$ cat src/rtl/dbus_timer_pkg.sv
// Shared constants and helpers for the data-bus timer responder:
// register indices, CTRL/STATUS bit positions, reset values and the
// byte-lane merge used by every writable register.
package dbus_timer_pkg;

  // Register indices (iAddress[4:2]).
  localparam logic [2:0] REG_CTRL     = 3'd0;
  localparam logic [2:0] REG_COUNT    = 3'd1;
  localparam logic [2:0] REG_COMPARE  = 3'd2;
  localparam logic [2:0] REG_STATUS   = 3'd3;
  localparam logic [2:0] REG_PRESCALE = 3'd4;
  localparam logic [2:0] REG_CAPTURE  = 3'd5;

  // CTRL bit positions.
  localparam int CTRL_EN         = 0;
  localparam int CTRL_AUTORELOAD = 1;
  localparam int CTRL_IRQEN      = 2;
  localparam int CTRL_W          = 3;

  // STATUS bit positions (all write-1-to-clear).
  localparam int STAT_MATCH = 0;
  localparam int STAT_OVF   = 1;
  localparam int STAT_CAPF  = 2;

  // Reset values.
  localparam logic [31:0] COMPARE_RST = 32'hFFFF_FFFF;
  localparam logic [31:0] COUNT_MAX   = 32'hFFFF_FFFF;

  // Replace the byte lanes of oldWord whose enable bit is set with newWord.
  function automatic logic [31:0] mergeBytes(input logic [31:0] oldWord,
                                             input logic [31:0] newWord,
                                             input logic [3:0]  byteEn);
    logic [31:0] merged;
    merged = oldWord;
    for (int lane = 0; lane < 4; lane++) begin
      if (byteEn[lane]) merged[8*lane +: 8] = newWord[8*lane +: 8];
    end
    return merged;
  endfunction

endpackage

$ cat src/rtl/timer_prescaler.sv
// Prescaler for the bus timer: counts 0..iReload while enabled and
// emits a one-cycle tick on the cycle it sits at iReload.
module timer_prescaler #(
  parameter int W = 16
) (
  input  logic         iCLK,
  input  logic         iRST,
  input  logic         iEnable,
  input  logic         iClear,
  input  logic [W-1:0] iReload,
  output logic         oTick
);

  logic [W-1:0] preCount;
  logic         atReload;

  assign atReload = (preCount == iReload);
  // Reset suppresses the tick so an aborted cycle never advances COUNT.
  assign oTick    = iEnable && atReload && !iRST;

  // Prescale counter: held at 0 when disabled or cleared, wraps at reload.
  always_ff @(posedge iCLK) begin
    // NOTE: sequential state uses non-blocking assignments so every flop
    // samples pre-edge values regardless of statement order.
    if (iRST) begin
      preCount <= '0;
    end else if (!iEnable || iClear || atReload) begin
      preCount <= '0;
    end else begin
      preCount <= preCount + W'(1);
    end
  end

endmodule

$ cat src/rtl/dbus_timer_responder.sv
// Memory-mapped timer/counter on the processor data bus (Dw* responder).
// 32-byte window at BASE_ADDR: CTRL, COUNT, COMPARE, STATUS, PRESCALE,
// CAPTURE. Reads are combinational; writes are byte-lane masked.
// Optional input capture is enabled by defining TIMER_CAPTURE_EN.
module dbus_timer_responder
  import dbus_timer_pkg::*;
#(
  parameter logic [31:0] BASE_ADDR  = 32'hFF20_0000,
  parameter int          PRESCALE_W = 16
) (
  input  logic        iCLK,
  input  logic        iRST,
  input  logic        iReadEnable,
  input  logic        iWriteEnable,
  input  logic [3:0]  iByteEnable,
  input  logic [31:0] iAddress,
  input  logic [31:0] iWriteData,
  output logic [31:0] oReadData,
  output logic        oSelected,
  output logic        oIRQ
`ifdef TIMER_CAPTURE_EN
  ,
  input  logic        iCapture
`endif
);

  // Decode.
  logic       inWindow;
  logic [2:0] regIdx;
  logic       wrStrobe;
  logic       wrCtrl, wrCount, wrCompare, wrStatus, wrPrescale;

  // Architectural state.
  logic [CTRL_W-1:0]     ctrlReg;
  logic [31:0]           countReg;
  logic [31:0]           compareReg;
  logic [PRESCALE_W-1:0] prescaleReg;
  logic                  matchFlag;
  logic                  ovfFlag;
  logic [31:0]           captureReg;
  logic                  capfFlag;

  // Next-state values.
  logic [31:0]           ctrlMerged;
  logic [31:0]           prescaleMerged;
  logic [CTRL_W-1:0]     ctrlNext;
  logic [31:0]           countNext;
  logic [31:0]           compareNext;
  logic [PRESCALE_W-1:0] prescaleNext;
  logic                  matchNext;
  logic                  ovfNext;

  logic        tick;
  logic        isMatch;
  logic        ovfSet;
  logic        w1cMatch, w1cOvf;
  logic [31:0] countIncr;
  logic [31:0] statusWord;
  logic [31:0] readMux;
  logic        unusedBits;

  assign inWindow   = (iAddress[31:5] == BASE_ADDR[31:5]);
  assign regIdx     = iAddress[4:2];
  assign wrStrobe   = inWindow && iWriteEnable && !iRST;
  assign wrCtrl     = wrStrobe && (regIdx == REG_CTRL);
  assign wrCount    = wrStrobe && (regIdx == REG_COUNT);
  assign wrCompare  = wrStrobe && (regIdx == REG_COMPARE);
  assign wrStatus   = wrStrobe && (regIdx == REG_STATUS);
  assign wrPrescale = wrStrobe && (regIdx == REG_PRESCALE);

  assign w1cMatch = wrStatus && iByteEnable[0] && iWriteData[STAT_MATCH];
  assign w1cOvf   = wrStatus && iByteEnable[0] && iWriteData[STAT_OVF];

  // Address bits [1:0] are ignored; merged words are only partly stored.
  assign unusedBits = ^{iAddress[1:0], ctrlMerged, prescaleMerged};

  timer_prescaler #(
    .W(PRESCALE_W)
  ) uPrescaler (
    .iCLK    (iCLK),
    .iRST    (iRST),
    .iEnable (ctrlReg[CTRL_EN]),
    .iClear  (wrPrescale),
    .iReload (prescaleReg),
    .oTick   (tick)
  );

  // Next-state for CTRL/COUNT/COMPARE/PRESCALE/STATUS; CPU write lanes win
  // over the tick update, a new match wins over a same-cycle W1C.
  always_comb begin
    // NOTE: every variable gets a default first so no path leaves it
    // unassigned and no latch is inferred.
    ctrlMerged     = mergeBytes(32'(ctrlReg), iWriteData, iByteEnable);
    prescaleMerged = mergeBytes(32'(prescaleReg), iWriteData, iByteEnable);
    ctrlNext       = ctrlReg;
    compareNext    = compareReg;
    prescaleNext   = prescaleReg;
    countIncr      = countReg + 32'd1;
    isMatch        = tick && (countReg == compareReg);
    ovfSet         = 1'b0;
    countNext      = countReg;

    if (tick) begin
      if (isMatch && ctrlReg[CTRL_AUTORELOAD]) begin
        countNext = '0;
      end else begin
        countNext = countIncr;
        ovfSet    = (countReg == COUNT_MAX);
      end
    end

    if (wrCount)    countNext    = mergeBytes(countNext, iWriteData, iByteEnable);
    if (wrCompare)  compareNext  = mergeBytes(compareReg, iWriteData, iByteEnable);
    if (wrCtrl)     ctrlNext     = ctrlMerged[CTRL_W-1:0];
    if (wrPrescale) prescaleNext = prescaleMerged[PRESCALE_W-1:0];

    matchNext = (matchFlag && !w1cMatch) || isMatch;
    ovfNext   = (ovfFlag && !w1cOvf) || ovfSet;
  end

  // Register file update.
  always_ff @(posedge iCLK) begin
    if (iRST) begin
      ctrlReg     <= '0;
      countReg    <= '0;
      compareReg  <= COMPARE_RST;
      prescaleReg <= '0;
      matchFlag   <= 1'b0;
      ovfFlag     <= 1'b0;
    end else begin
      ctrlReg     <= ctrlNext;
      countReg    <= countNext;
      compareReg  <= compareNext;
      prescaleReg <= prescaleNext;
      matchFlag   <= matchNext;
      ovfFlag     <= ovfNext;
    end
  end

`ifdef TIMER_CAPTURE_EN
  logic capSync1, capSync2, capPrev;
  logic capRise;
  logic w1cCapf;

  assign capRise = capSync2 && !capPrev;
  assign w1cCapf = wrStatus && iByteEnable[0] && iWriteData[STAT_CAPF];

  // Two-flop synchronizer plus a delay flop for rising-edge detection.
  always_ff @(posedge iCLK) begin
    if (iRST) begin
      capSync1 <= 1'b0;
      capSync2 <= 1'b0;
      capPrev  <= 1'b0;
    end else begin
      capSync1 <= iCapture;
      capSync2 <= capSync1;
      capPrev  <= capSync2;
    end
  end

  // Latch the pre-increment COUNT on a detected edge and flag it.
  always_ff @(posedge iCLK) begin
    if (iRST) begin
      captureReg <= '0;
      capfFlag   <= 1'b0;
    end else begin
      if (capRise) captureReg <= countReg;
      capfFlag <= (capfFlag && !w1cCapf) || capRise;
    end
  end
`else
  assign captureReg = '0;
  assign capfFlag   = 1'b0;
`endif

  // Combinational read mux; unselected or non-read cycles drive zero.
  always_comb begin
    statusWord             = '0;
    statusWord[STAT_MATCH] = matchFlag;
    statusWord[STAT_OVF]   = ovfFlag;
    statusWord[STAT_CAPF]  = capfFlag;
    readMux                = '0;
    case (regIdx)
      REG_CTRL:     readMux = 32'(ctrlReg);
      REG_COUNT:    readMux = countReg;
      REG_COMPARE:  readMux = compareReg;
      REG_STATUS:   readMux = statusWord;
      REG_PRESCALE: readMux = 32'(prescaleReg);
      REG_CAPTURE:  readMux = captureReg;
      default:      readMux = '0;
    endcase
  end

  assign oSelected = inWindow && (iReadEnable || iWriteEnable) && !iRST;
  assign oReadData = (inWindow && iReadEnable && !iRST) ? readMux : 32'h0;
  assign oIRQ      = ctrlReg[CTRL_IRQEN] && matchFlag;

endmodule

$ cat config.mk
export PLATFORM = sky130hd
export DESIGN_NAME = dbus_timer_responder
export DESIGN_NICKNAME = d
export VERILOG_FILES = /design/src/rtl/dbus_timer_pkg.sv /design/src/rtl/timer_prescaler.sv /design/src/rtl/dbus_timer_responder.sv
export SDC_FILE = /design/constraint.sdc
export NUM_CORES = 1
export LEC_CHECK = 0
export BUFFER_PORTS_ARGS = -buffer_cell sky130_fd_sc_hd__clkbuf_2
export CAP_MARGIN = 20
export CORE_MARGIN = 1
export CORE_UTILIZATION = 52
export CTS_BUF_LIST = sky130_fd_sc_hd__clkbuf_2 sky130_fd_sc_hd__clkbuf_4 sky130_fd_sc_hd__clkbuf_8
export DETAILED_ROUTE_END_ITERATION = 8
export GPL_TIMING_DRIVEN = 0
export PLACE_DENSITY = 0.79
export SYNTH_ARGS = -nofsm -noshare
export SYNTH_HDL_FRONTEND = slang
export SYNTH_SLANG_ARGS = --single-unit
$ cat constraint.sdc
create_clock -name iCLK -period 1.89 [get_ports iCLK]
set_input_delay 0.0945 -clock iCLK [delete_from_list [all_inputs] [get_ports iCLK]]
set_output_delay 0.0945 -clock iCLK [all_outputs]
set_load 0.05 [all_outputs]
==> results.txt, run 1 <==
MaxCap Viol Count: 0
Most used cell, CP: buf_6
# diodes: 0
I/O Buffers: 98
Layout cells sized above 1: 34.97%
DRT iter0 DRCs: 571
Core box area: 10840 sq um
Clock transition at path regs: 0.12 ns
Tcrit/Tclk final: 115.5%
Number of buffers and inverters on the critical path: 2
Worst skew pair latency: 0.41 ns
DIE HEIGHT: 107.7 microns
Overflow after GRT: 0
Clock root buffer: clkbuf_8
PnR worst setup slack: -0.2920 ns
1st-pass router iterations: 5
Levels on crit path: 7
Main combinational cell family by area after synthesis: simple AND/OR/NAND/NOR gates
Min Hold Slack: 0.01573 ns
Status: finished with violations
Setup violators final: 49
Violated checks: negative setup slack
FF+latch count, synth: 101
Met1 Track Usage GR: 43.05%
GR Layer Usage met2: 63.51%
RSZ-0062 raised after global routing: true
Drc violations: 0
WHS Endpoint: compareReg[0]$_SDFFE_PP1P_
Die ar.: 11600 sq um
CP Cell Sequence: xor2_1 > nor4_2 > nand4_1 > o41a_1 > buf_6 > buf_6 > a22o_1
Gpl congestion: 0.9152
Num CTS Buffers: 9
Max H-tree Level: 3
Crit end category: register
WL/cell: 21.29 microns
Crit Path Class: register to register
Worst path required time: 2.19 ns
EDFF count, synth: 0
Worst-path fanout max: 10
Clock Skews: 0.01865 ns
Fill cells: 691
HP Start: iWriteData[0]
Bufs on Longest Clock Path: 2
Pleak: 3.384 nW
Synth Area in Compound Gates: 14.32%
Multi-input logic area: 4199 sq um
FMAX: 0.4583 GHz
Final non-filler cell total: 998
Ys async rst share: 0%
Synth Warn #: 0
Pin count of the biggest net entering global routing: 19
Reg2reg start: compareReg[10]$_SDFFE_PP1P_
# IOs: 106
Power Density: 459.0 nW/um^2
Final net count: 927
Worst r2r path cells: 7
Post-synthesis instance total: 689
Clock sinks: 101
Main synth FF type: dfxtp_1
WHS Path Cells: 3
Hpwl dp: 14080 microns
Leading cell types in the layout, fill and taps excluded: dfxtp_1, clkbuf_2, xor2_1
Worst-margin pin slew: 0.7549 ns
Overall die width: 107.7 microns
Count of cell types in the netlist: 51
Initial Utilization: 53.59%
Fin util: 78.79%
Reg-to-reg slack, setup: -0.29 ns
VDD IR max: 0.6015 mV
Final Hold Fails: 0
Mean Syn Cell Area: 8.432 sq um
TritonCTS clock tree: yes
Met3 usage: 8.232%
Post-Synthesis Net Count: 763
Placed Cells: 927
Slew margin rel.: 49.67%
Vias in the first global route: 6274
Commonest non-fill, non-tap cell in the layout: dfxtp_1
Area share of fa/ha/maj cells after synthesis: 0.4308%
Sequential cell area: 2064 sq um
XOR/XNOR share of the synthesized area: 12.81%
Hold Path Class: input port to register
ANT nets after route: 0
Drt total wl: 21250 microns
Rows: 38
CP arrival: 2.48 ns
Crit path time final: 2.182 ns
Max incr delay on CP: 0.45 ns
Via count: 6309
Initial antenna violation count: 0
Mapped Area: 5809 sq um
R2r endpoint: countReg[23]$_SDFF_PP0_
Post-synthesis mux area share: 8.507%
Area growth syn-to-layout: 47.02%
Via density: 6.322
Gr usage total: 37.00%
Top delay family on crit path: compound AO/OA/AOI/OAI gates
Sequential share of the synthesized area: 34.81%
Critical Path Slowest Stage Cell: o41a_1
First-pass GRT wire length: 32530 microns
Slew Limit Fails: 0
Grt peak-use layer: met2
Post-Synth Simple-Gate Area: 24.38%
Startpoint types: register
cell usage after synthesis, types with 2 or more instances:
library cell  count  area (sq um)
nor2b_1           4         25.02
or3_1             3         18.77
nor2_1          100         375.4
o211ai_1          8         60.06
a22o_1            6         52.55
nand2_1          47         176.4
nor3_1           17         85.08
a31o_2            2         17.52
and4bb_2          2         25.02
or4_1             4         30.03
clkbuf_2          2         10.01
nor4_1           21         131.4
a21oi_1          24         120.1
clkbuf_1         29         108.9
a32o_1           14         140.1
and4_1           11         96.34
inv_1            16         60.06
nand3_1          23         115.1
o22a_1            2         17.52
nand4_4           2         42.54
o22ai_1           8         50.05
a22oi_1          31         232.7
nand4_2           3         37.54
xnor2_1          19         166.4
buf_4             2         15.01
mux2_2            3         33.78
ha_1              2         25.02
nand4_1          24         150.1
dfxtp_1         101          2022
buf_2            11         55.05
mux2i_1          46         460.4
xor2_1           66         578.1
o31ai_1           4         30.03
and2_1            4         25.02
buf_1             3         11.26
and3_1            5         31.28
o21ai_0           6         30.03
final cells by class:
cell class | count | area share, %
clock buffer | 11 | 1.699
timing repair buffer | 155 | 17.02
buffer | 45 | 4.600
multi-input combinational | 524 | 49.16
clock inverter | 5 | 0.5420
sequential | 101 | 24.17
inverter | 17 | 0.7471
tap | 140 | 2.051
worst register-to-register path: cells and delay by family (launching register included):
kind            cells  cell delay [ns]
xor+xnor            1             0.19
simple gates        2             0.53
buf+inv             2             0.31
flops               1             0.36
compound gates      2             0.67
logic make-up after synthesis:
kind of cell               after synthesis
xor gates and xnor gates                85
AOI/OAI and AO/OA                      112
DFF                                    101
muxes                                   49
adders and majority gates                2
buffers and inverters                   65
and+or+nand+nor                        275
per-layer routing:
layer / wire, microns / up-vias
li1: - / 2816
met5: 0 / -
met3: 1839 / 91
met4: 982 / 0
met2: 10440 / 378
met1: 7984 / 3024
registers in the layout (all words and copies together) (netlist names):
| register | flops |
|---|---|
| ctrlReg | 3 |
| ovfFlag | 1 |
| matchFlag | 1 |
| countReg | 32 |
| uPrescaler.preCount | 16 |
| prescaleReg | 16 |
| compareReg | 32 |
power by group:
group | switching (mW) | internal, mW | total, mW | leakage (nW)
clock | 0.869 | 0.559 | 1.43 | 0.101
sequential | 0.000000000652 | 2.12 | 2.12 | 0.831
combinational | 0.213 | 0.155 | 0.368 | 2.45
total | 1.08 | 2.84 | 3.92 | 3.38
how the worst max path moves through the flow:
stage / startpoint / end / slack (ns)
floorplan: iAddress[20] / oReadData[10] / -0.05
global placement: iRST / oReadData[8] / -0.54
detailed placement: iAddress[9] / oReadData[3] / -0.60
CTS: prescaleReg[0]$_SDFFE_PP0P_ / countReg[28]$_SDFF_PP0_ / -0.24
global route: prescaleReg[11]$_SDFFE_PP0P_ / countReg[24]$_SDFF_PP0_ / -0.41
finish: compareReg[10]$_SDFFE_PP1P_ / countReg[23]$_SDFF_PP0_ / -0.29
timing repair:
item | in CTS | in global routing
setup endpoints to repair | 95 | 99
cloned | 6 | 2
hold buffers | 31 | 0
gates resized for setup | 151 | 84
setup buffers | 14 | 5
endpoints found under the hold margin | 60 | 0
pin swaps | 25 | 14
stage by stage:
stage / instance area (sq um) / total power [mW] / worst slack, ns / setup TNS (ns)
floorplan: 6210 / 2.308 / -0.04576 / -1.539
CTS: 8217 / 3.864 / -0.2422 / -8.716
global placement: 6875 / 2.438 / -0.5378 / -54.12
detailed placement: 6875 / 2.445 / -0.6012 / -62.26
finish: 8541 / 3.920 / -0.2920 / -11.90
global route: 8541 / 4.016 / -0.4110 / -18.78
Note: power is estimated with default switching activity, not from simulation.
==> run 2, diff against run 1 <==
--- a/config.mk
+++ b/config.mk
@@ -12,7 +12,7 @@
 export CTS_BUF_LIST = sky130_fd_sc_hd__clkbuf_2 sky130_fd_sc_hd__clkbuf_4 sky130_fd_sc_hd__clkbuf_8
 export DETAILED_ROUTE_END_ITERATION = 8
 export GPL_TIMING_DRIVEN = 0
-export PLACE_DENSITY = 0.79
+export PLACE_DENSITY = 0.78
 export SYNTH_ARGS = -nofsm -noshare
 export SYNTH_HDL_FRONTEND = slang
 export SYNTH_SLANG_ARGS = --single-unit
==> run 2 against run 1 <==
  * The run still ends with negative setup slack left
  * Fmax decreased by 5.2%
  * Non-clock buffer count fell by 1
  * Utilization rose by 0.12 points
  * Final area increased by 0.15%
  * Cell count down 0.20%
  * Critical path depth shrank 1
  * Power up 4.0%
  * Largest power group unchanged
==> results.txt, run 2 (synthesis results as in run 1) <==
Status: finished with violations
Violated checks: negative setup slack
Crit end category: register
Slew margin rel.: 51.57% (+1.9 points)
Gr usage total: 35.59% (-1.4 points)
1st-pass router iterations: 5 (unchanged)
Initial antenna violation count: 0 (unchanged)
Clock Skews: 0.01143 ns (-0.007221 ns)
Clock root buffer: clkbuf_8
Gpl congestion: 0.8920 (-2.5%)
Hold Path Class: input port to register
Clock sinks: 101 (unchanged)
HP Start: iWriteData[3]
Vias in the first global route: 6023 (-4.0%)
Min Hold Slack: 0.01954 ns (+0.003813 ns)
Clock transition at path regs: 0.10 ns (-0.02 ns)
Slew Limit Fails: 0 (unchanged)
Core box area: 10840 sq um (unchanged)
WL/cell: 21.35 microns (+0.27%)
WHS Endpoint: countReg[3]$_SDFF_PP0_
ANT nets after route: 0 (unchanged)
R2r endpoint: countReg[23]$_SDFF_PP0_
Setup TNS: -11.82 ns (+0.08080 ns)
Worst-path fanout max: 8 (-2)
Setup violators final: 79 (+61%)
Worst-margin pin slew: 0.7264 ns (-0.02852 ns)
Rows: 38 (unchanged)
Worst r2r path cells: 6 (-1)
Worst skew pair latency: 0.39 ns (-0.02 ns)
Pin count of the biggest net entering global routing: 17 (-2)
TritonCTS clock tree: yes
Layout cells sized above 1: 35.75% (+0.78 points)
Final net count: 926 (-0.11%)
Num CTS Buffers: 9 (unchanged)
Initial Utilization: 53.59% (unchanged)
Pleak: 3.406 nW (+0.65%)
Power Density: 476.6 nW/um^2 (+3.9%)
MaxCap Viol Count: 0 (unchanged)
FMAX: 0.4345 GHz (-5.2%)
Final Hold Fails: 0 (unchanged)
Largest regs: compareReg (32), countReg (32)
Die ar.: 11600 sq um (unchanged)
Reg-to-reg slack, setup: -0.41 ns (-0.12 ns)
Drt total wl: 21270 microns (about the same)
Crit path time final: 2.301 ns (+0.1192 ns)
Hpwl dp: 13720 microns (-2.5%)
Via count: 6284 (-0.40%)
First-pass GRT wire length: 31420 microns (-3.4%)
Crit Path Class: register to register
Commonest non-fill, non-tap cell in the layout: dfxtp_1
Fill cells: 662 (-4.2%)
# diodes: 0 (unchanged)
Max H-tree Level: 3 (unchanged)
DIE HEIGHT: 107.7 microns (unchanged)
Via density: 6.309 (-0.20%)
Tot Pwr: 4.077 mW (+4.0%)
Overall die width: 107.7 microns (unchanged)
DRT iter0 DRCs: 631 (+11%)
Drc violations: 0 (unchanged)
VDD IR max: 0.3929 mV (-35%)
Leading cell types in the layout, fill and taps excluded: dfxtp_1, clkbuf_2, xor2_1
Reg2reg start: countReg[1]$_SDFF_PP0_
CP arrival: 2.63 ns (+0.15 ns)
RSZ-0062 raised after global routing: true
Worst path required time: 2.22 ns (+0.03 ns)
Startpoint types: register
Area growth syn-to-layout: 47.23%
Overflow after GRT: 0 (unchanged)
I/O Buffers: 98 (unchanged)
# IOs: 106 (unchanged)
Tcrit/Tclk final: 121.8% (+6.3 points)
Bufs on Longest Clock Path: 2 (unchanged)
PnR worst setup slack: -0.4113 ns (-0.1192 ns)
WHS Path Cells: 2 (-1)
[run 2: cell types whose count changed in the layout (fill, tap and decap cells not counted), moves of 3 or more]
cell           delta
inv_6             -3
nor3_2            +5
nor3_4            -3
clkbuf_4          +3
dlygate4sd3_1     -3
[run 2: power by group]
part	internal [mW]	switching, mW	total (mW)	leakage [nW]
sequential	2.12	0.000000000640	2.12	0.830
combinational	0.158	0.210	0.368	2.47
clock	0.780	0.808	1.59	0.105
total	3.06	1.02	4.08	3.41
[run 2: how the worst max path moves through the flow]
stage | start | to | slack, ns | depth (start not counted)
3_5_place_dp | iRST | oReadData[8] | -0.60 | 9
5_1_grt | countReg[1]$_SDFF_PP0_ | countReg[23]$_SDFF_PP0_ | -0.41 | 6
4_1_cts | prescaleReg[14]$_SDFFE_PP0P_ | countReg[28]$_SDFF_PP0_ | -0.21 | 8
6_report | countReg[1]$_SDFF_PP0_ | countReg[23]$_SDFF_PP0_ | -0.41 | 6
2_1_floorplan | iAddress[20] | oReadData[10] | -0.05 | 6
3_3_place_gp | iRST | oReadData[8] | -0.54 | 9
[run 2: per-layer routing]
layer  wire length, microns  part of all wire [%]  GRT usage, %  vias to the layer above
met3                   1786                   8.4         6.598                      110
li1                       -                     -             -                     2810
met2                  10260                    48         59.84                      368
met4                   1229                   5.8         17.42                        0
met1                   7992                    38         43.47                     2996
met5                      0                     0             0                        -
[run 2: cell type report]
cell class / instances / area, sq um / area share [%]
buffer: 45 / 394.1 / 4.608
tap: 140 / 175.2 / 2.048
sequential: 101 / 2067 / 24.17
clock inverter: 5 / 83.83 / 0.9801
multi-input combinational: 524 / 4190 / 48.99
inverter: 17 / 63.81 / 0.7461
clock buffer: 10 / 137.6 / 1.609
timing repair buffer: 154 / 1441 / 16.85
[run 2: worst max-delay path, cell delays in order (launching register included)]
cell,delay (ns)
dfxtp_1,0.46
nand3_1,0.20
nor2_4,0.31
nand4_1,0.34
or4_1,0.59
a21oi_1,0.19
a22o_1,0.15
[run 2: metrics by stage]
step / worst slack (ns) / instance area, sq um / cells / util [%]
2_1_floorplan: -0.04576 / 6210 / 689 / -
5_1_grt: -0.4133 / 8553 / 996 / 78.90
4_1_cts: -0.2078 / 8163 / 987 / 75.30
3_3_place_gp: -0.5412 / 6875 / 927 / 63.42
3_5_place_dp: -0.5976 / 6875 / 927 / 63.42
6_report: -0.4113 / 8553 / 996 / 78.90
[run 2: what timing repair did]
item,CTS,global route
endpoints found under the hold margin,49,0
pin swaps,21,21
hold buffers,28,0
endpoints found under the setup margin,98,101
setup buffers,14,7
resized for setup,138,104
gates cloned,6,2
